**config.mk**
```make
export PLATFORM = sky130hd
export DESIGN_NAME = dmem_port_arbiter
export DESIGN_NICKNAME = d
export VERILOG_FILES = /design/src/rtl/dmem_port_arbiter.sv
export SDC_FILE = /design/constraint.sdc
export NUM_CORES = 1
export LEC_CHECK = 0
export ABC_AREA = 1
export BUFFER_PORTS_ARGS = -buffer_cell sky130_fd_sc_hd__clkbuf_2
export CAP_MARGIN = 20
export CORE_AREA = 2 2 109 111
export CTS_BUF_LIST = sky130_fd_sc_hd__clkbuf_4
export DETAILED_ROUTE_END_ITERATION = 7
export DIE_AREA = 0 0 111 113
export PLACE_DENSITY = 0.6
export RECOVER_POWER = 50
export SYNTH_ARGS = -nofsm -noshare
export SYNTH_HDL_FRONTEND = slang
export SYNTH_SLANG_ARGS = --single-unit
```
**constraint.sdc**
```tcl
create_clock -name clk -period 6.3 [get_ports clk]
set_clock_uncertainty 0.1 [all_clocks]
set_input_delay 1.89 -clock clk [delete_from_list [all_inputs] [get_ports clk]]
set_output_delay 1.89 -clock clk [all_outputs]
set_load 0.1 [all_outputs]
```
**src/rtl/dmem_port_arbiter.sv**
```systemverilog
// dmem_port_arbiter: shares the single data-memory port between the CPU MEM
// stage and a burst loader. A streak counter guarantees the CPU one grant
// after every FAIR_N consecutive loader words.
//
// Handshake: a loader word moves on a cycle where ld_valid & ld_ready are both
// high. ld_ready may depend combinationally on ld_valid, so the loader must
// never make ld_valid depend on ld_ready. The CPU side has no valid/ready
// pair: cpu_req is held while cpu_stall is high, and the access completes in
// the first cycle with cpu_stall low.
module dmem_port_arbiter #(
   parameter int unsigned FAIR_N = 4
) (
   input  logic        clk,
   input  logic        rst_n,
   input  logic        cpu_req,
   input  logic        cpu_we,
   input  logic [31:0] cpu_addr,
   input  logic [31:0] cpu_wdata,
   output logic        cpu_stall,
   output logic [31:0] cpu_rdata,
   output logic        cpu_err,
   input  logic        ld_start,
   input  logic [31:0] ld_base,
   input  logic [7:0]  ld_count,
   input  logic        ld_valid,
   input  logic [31:0] ld_data,
   output logic        ld_ready,
   output logic        ld_busy,
   output logic        ld_done,
   output logic [31:0] mem_a,
   output logic [31:0] mem_wd,
   output logic        mem_we,
   input  logic [31:0] mem_rd,
   output logic        dbg_state_o
);

   localparam logic [3:0] FAIR = 4'(FAIR_N);

   typedef enum logic {IDLE = 1'b0, LOAD = 1'b1} state_t;

   state_t      state_q;
   logic [7:0]  ptr_q;
   logic [7:0]  remain_q;
   logic [3:0]  streak_q;
   logic        done_q;

   logic        in_load;
   logic        cpu_grant;
   logic        addr_bad;
   logic        xfer;

   // Only the word index inside the 256-byte window is used from ld_base.
   logic unused_base;
   assign unused_base = ^{ld_base[31:8], ld_base[1:0]};

   // Arbitration: CPU wins in IDLE, and in LOAD when the streak is exhausted
   // or the loader has nothing to offer this cycle.
   always_comb begin
      in_load   = (state_q == LOAD);
      addr_bad  = (cpu_addr[1:0] != 2'b00) || (cpu_addr[31:8] != 24'd0);
      cpu_grant = cpu_req;
      if (in_load) begin
         cpu_grant = cpu_req && ((streak_q == FAIR) || !ld_valid);
      end
      ld_ready  = in_load && !cpu_grant;
      xfer      = ld_valid && ld_ready;
      cpu_stall = cpu_req && !cpu_grant;
      cpu_err   = cpu_grant && addr_bad;
      ld_busy   = in_load;
      ld_done   = done_q;
   end

   // Memory port mux: loader pointer during a transfer or an idle LOAD cycle,
   // CPU address otherwise; writes are blocked while reset is asserted.
   always_comb begin
      mem_a     = cpu_addr;
      mem_wd    = cpu_wdata;
      mem_we    = cpu_grant && cpu_we && !addr_bad;
      cpu_rdata = (cpu_grant && !addr_bad) ? mem_rd : 32'd0;
      if (xfer) begin
         mem_a  = {24'd0, ptr_q};
         mem_wd = ld_data;
         mem_we = 1'b1;
      end else if (in_load && !cpu_grant) begin
         mem_a  = {24'd0, ptr_q};
      end
      if (!rst_n) begin
         mem_we = 1'b0;
      end
   end

   assign dbg_state_o = (state_q == LOAD);

   // Burst sequencer FSM with pointer, remaining count, streak and done pulse.
   always_ff @(posedge clk or negedge rst_n) begin
      if (!rst_n) begin
         state_q  <= IDLE;
         ptr_q    <= 8'd0;
         remain_q <= 8'd0;
         streak_q <= 4'd0;
         done_q   <= 1'b0;
      end else begin
         done_q <= 1'b0;
         case (state_q)
            IDLE: begin
               if (ld_start) begin
                  if (ld_count != 8'd0) begin
                     ptr_q    <= {ld_base[7:2], 2'b00};
                     remain_q <= ld_count;
                     streak_q <= 4'd0;
                     state_q  <= LOAD;
                  end else begin
                     done_q <= 1'b1;
                  end
               end
            end
            LOAD: begin
               if (xfer) begin
                  ptr_q    <= ptr_q + 8'd4;
                  remain_q <= remain_q - 8'd1;
                  streak_q <= (streak_q == FAIR) ? FAIR : streak_q + 4'd1;
                  if (remain_q == 8'd1) begin
                     state_q <= IDLE;
                     done_q  <= 1'b1;
                  end
               end else if (cpu_grant) begin
                  streak_q <= 4'd0;
               end
            end
            default: state_q <= IDLE;
         endcase
      end
   end

endmodule

```
==> reports/qor.yml <==
critical_path:
  critical_path.endpoint_type: "primary output"
  critPathRequiredTime_ps: 4310
  worst_ep_arrival_time_ps: 3700
  r2r_start: "streak_q[0]"
  crit_type: "input pin to primary output"
  r2r_slack_ps: 3940
  regToRegEndpoint: "ptr_q[4]"
  critPathLaunchType: "input pin"
  crit_path_max_fanout: 32
  critPathLaunch: "cpu_addr[18]"
  critical_path.endpoint: "cpu_rdata[4]"
  r2r.worst_path.cells: 9
synth:
  mappedNetlistArea_um2: 2530
  synth.largest_area_cell: "sky130_fd_sc_hd__nand2_1"
  synthesized_area_fraction_occupied_by_ao_oa_aoi_and_oai_cells: 0.0827
  muxShareOfSynthArea: 0
  synth-edff-count: 0
  share_of_the_synthesized_area_in_the_top_cell_type: 0.284
  simple_gate_fraction_of_synth_area: 0.479
  synth_async_sr_flop_share: 1.00
  synth.top_cells.by_area: "sky130_fd_sc_hd__nand2_1 28%, sky130_fd_sc_hd__dfrtp_1 20%, sky130_fd_sc_hd__nor2_1 13%"
  synth_ff_type: "sky130_fd_sc_hd__dfrtp_1"
  synthesis.instances: 470
  yosysUniqueCellTypes: 30
  synth.avg_cell_area_um2: 5.37
  synthesis.nets: 649
  post_synth_xor_area_fraction: 0.0104
  yosysWarnings: 0
  synth-seq-area-share: 0.198
  ys_ff_latch: 20
  synth_fa_ha_area_frac: 0.0248
  synth_top_family_by_area: "simple AND/OR/NAND/NOR gates"
sta:
  setup_viol: 0
  timing.final.crit_share: 0.903
  final_critical_path_time_including_i_o_delays_and_setup_ps: 5690
  grt_setup_unrepaired: "false"
  fmax_ghz: 0.176
  totalNegativeSetupSlack_ps: 0
  worstMarginPinSlew_ps: 1210
  timing.final.hold_violations: 0
  final_max_slew_viol_count: 0
  headroom_to_the_max_slew_limit: 0.199
clock_tree:
  clk_pin_slew_worst_paths_ps: 110
  cts_inserted_buffers: 3
  cts.hold.buffers_added: 0
  cts_setup_buffers: 0
  clock_tree_from_tritoncts: "yes"
  number_of_buffers_on_the_longest_clock_path: 2
  cts-htree-levels: 1
  numClockSinks: 20
  cts_root_buffer: "sky130_fd_sc_hd__clkbuf_4"
  cts.repair.resized: 0
  clock_insertion_delay_at_the_later_pin_of_the_skew_report_ps: 300
finish:
  insertedDiodeCount: 0
  final_nets: 888
  drive_gt1_frac: 0.337
  area_growth_pct: 47.4
  number_of_standard_cells_in_the_layout_taps_in_and_fillers_out: 850
placement:
  place_inst: 847
  placer_congestion: 0.783
  detailed_place_hpwl_um: 7390
  portBuffers: 250
detailed_routing:
  detail_route.drc_violations: 0
  dr.first_iter.drc_count: 127
  vias: 3344
  routed_wl_um: 8750
  antenna_left: 0
  avg_wl_per_cell_um: 10.3
  drt_pass1_iterations: 4
  post_drt_via_cell_ratio: 3.93
hold_path:
  worstHoldPathType: "register to register"
global_route:
  globalRouteTotalUtil: 0.127
  initial_antenna_violation_count: 0
  grt_pass1_wl_um: 13500
  first_global_vias: 2922
  grt_start_max_net_pins: 40
  grt-ovfl-total: 0
floorplan:
  design.core.area_um2: 11300
  floorplan.die.width_um: 111
  ios: 277
  effective_utilization_at_floorplan: 0.224
  die_height_um: 113
  die_area_um2: 12500
  placementRows: 39
job:
  maxCapViolCount: 0
power_and_ir_drop:
  vdd.ir_drop.worst_mv: 0.360
  p_leak_nw: 2.49
  power_density_nw_per_um2: 543
outcome:
  status: "finished, final reports clean"
[report_power, final]
| part | switching [mW] | internal (mW) | leakage [nW] |
|---|---|---|---|
| logic | 1.45 | 0.272 | 2.22 |
| clock network | 0.0399 | 0.0223 | 0.0138 |
| registers | 0.0498 | 0.184 | 0.251 |
[how the worst min path moves through the flow]
stage	startpoint	endpoint	slack (ps)	cells after the start
floorplan	remain_q[5]	remain_q[5]	340	2
global placement	remain_q[5]	remain_q[5]	360	2
detailed placement	remain_q[5]	remain_q[5]	360	2
CTS	remain_q[5]	remain_q[5]	390	2
global route	remain_q[7]	remain_q[7]	440	2
finish	remain_q[5]	remain_q[5]	390	2
[state kept, by name, indices dropped and copies added, names as in the netlist]
name,flops
dbg_state_o,1
ld_done,1
ptr_q,6
remain_q,8
streak_q,4
[cell usage in the layout, fill, tap and decap left out]
cell                       count
sky130_fd_sc_hd__inv_4         1
sky130_fd_sc_hd__o21ai_4       1
sky130_fd_sc_hd__a21oi_2       1
sky130_fd_sc_hd__nor2_2        4
sky130_fd_sc_hd__buf_4         3
sky130_fd_sc_hd__o21ai_1       5
sky130_fd_sc_hd__nand4_1       2
sky130_fd_sc_hd__clkbuf_2    217
sky130_fd_sc_hd__xnor2_1       1
sky130_fd_sc_hd__dfrtp_1      20
sky130_fd_sc_hd__o22ai_1       1
sky130_fd_sc_hd__nor2_4        1
sky130_fd_sc_hd__o21ai_0      21
sky130_fd_sc_hd__nand3_1      15
sky130_fd_sc_hd__nand2_1     192
sky130_fd_sc_hd__inv_2         2
sky130_fd_sc_hd__a21oi_1       2
sky130_fd_sc_hd__nand2_2       4
sky130_fd_sc_hd__nor2_1       86
sky130_fd_sc_hd__nor3_1        1
sky130_fd_sc_hd__ha_1          5
sky130_fd_sc_hd__clkbuf_1     34
sky130_fd_sc_hd__clkinv_1      1
sky130_fd_sc_hd__or2_2         1
sky130_fd_sc_hd__clkbuf_4      3
sky130_fd_sc_hd__inv_1        81
sky130_fd_sc_hd__xor2_1        2
[Yosys cell counts, types with 2 or more instances]
cell / n
sky130_fd_sc_hd__o21ai_1: 5
sky130_fd_sc_hd__nand2_2: 4
sky130_fd_sc_hd__inv_2: 2
sky130_fd_sc_hd__buf_6: 9
sky130_fd_sc_hd__nor2_1: 86
sky130_fd_sc_hd__xor2_1: 2
sky130_fd_sc_hd__buf_4: 4
sky130_fd_sc_hd__a21oi_1: 2
sky130_fd_sc_hd__dfrtp_1: 20
sky130_fd_sc_hd__ha_1: 5
sky130_fd_sc_hd__nand2_1: 191
sky130_fd_sc_hd__inv_1: 81
sky130_fd_sc_hd__nand4_1: 2
sky130_fd_sc_hd__buf_8: 3
sky130_fd_sc_hd__nor2_2: 4
sky130_fd_sc_hd__buf_2: 3
sky130_fd_sc_hd__o21ai_2: 7
sky130_fd_sc_hd__o21ai_4: 2
sky130_fd_sc_hd__o21ai_0: 13
sky130_fd_sc_hd__nand3_1: 15
[worst max-delay path, cell delays in order]
cell and delay (ps):
sky130_fd_sc_hd__clkbuf_2 90, sky130_fd_sc_hd__nor2_1 100, sky130_fd_sc_hd__nand2_1 60, sky130_fd_sc_hd__nor2_1 130
sky130_fd_sc_hd__nand2_1 60, sky130_fd_sc_hd__nor2_1 220, sky130_fd_sc_hd__nand2_2 390, sky130_fd_sc_hd__nor2_1 260
sky130_fd_sc_hd__clkbuf_2 490
[logic make-up after synthesis]
| logic type | Yosys count |
|---|---|
| buf+inv | 105 |
| fa+ha+maj | 5 |
| compound gates | 31 |
| flops | 20 |
| xor+xnor | 3 |
| simple gates | 306 |
[layer usage]
| layer | wire [µm] | global-route usage |
|---|---|---|
| met3 | 561 | 0.0198 |
| met4 | 90 | 0.0300 |
| met2 | 4370 | 0.239 |
| met5 | 0 | 0 |
| met1 | 3720 | 0.152 |
[final cells by class]
| type | instances | area [µm²] |
|---|---|---|
| flip-flops and latches | 20 | 500 |
| fillers | 1315 | 7550 |
| repair buffers | 254 | 1240 |
| multi-input cells | 345 | 1460 |
| inverters | 85 | 322 |
| clock buffers | 3 | 22.5 |
| well taps | 143 | 179 |
[metrics by stage]
| step | power, mW | utilization | hold WS [ps] | instance area [µm²] | worst slack [ps] |
|---|---|---|---|---|---|
| 6_report | 2.02 | 0.330 | 388 | 3720 | 613 |
| 5_1_grt | 2.15 | 0.330 | 435 | 3720 | 428 |
| 4_1_cts | 2.08 | 0.339 | 392 | 3820 | 575 |
| 3_5_place_dp | 2.02 | 0.337 | 363 | 3790 | 576 |
| 3_3_place_gp | 2.02 | 0.337 | 365 | 3790 | 551 |
| 2_1_floorplan | 1.79 | - | 342 | 2530 | 446 |
Note: power is estimated with default switching activity, not from simulation.
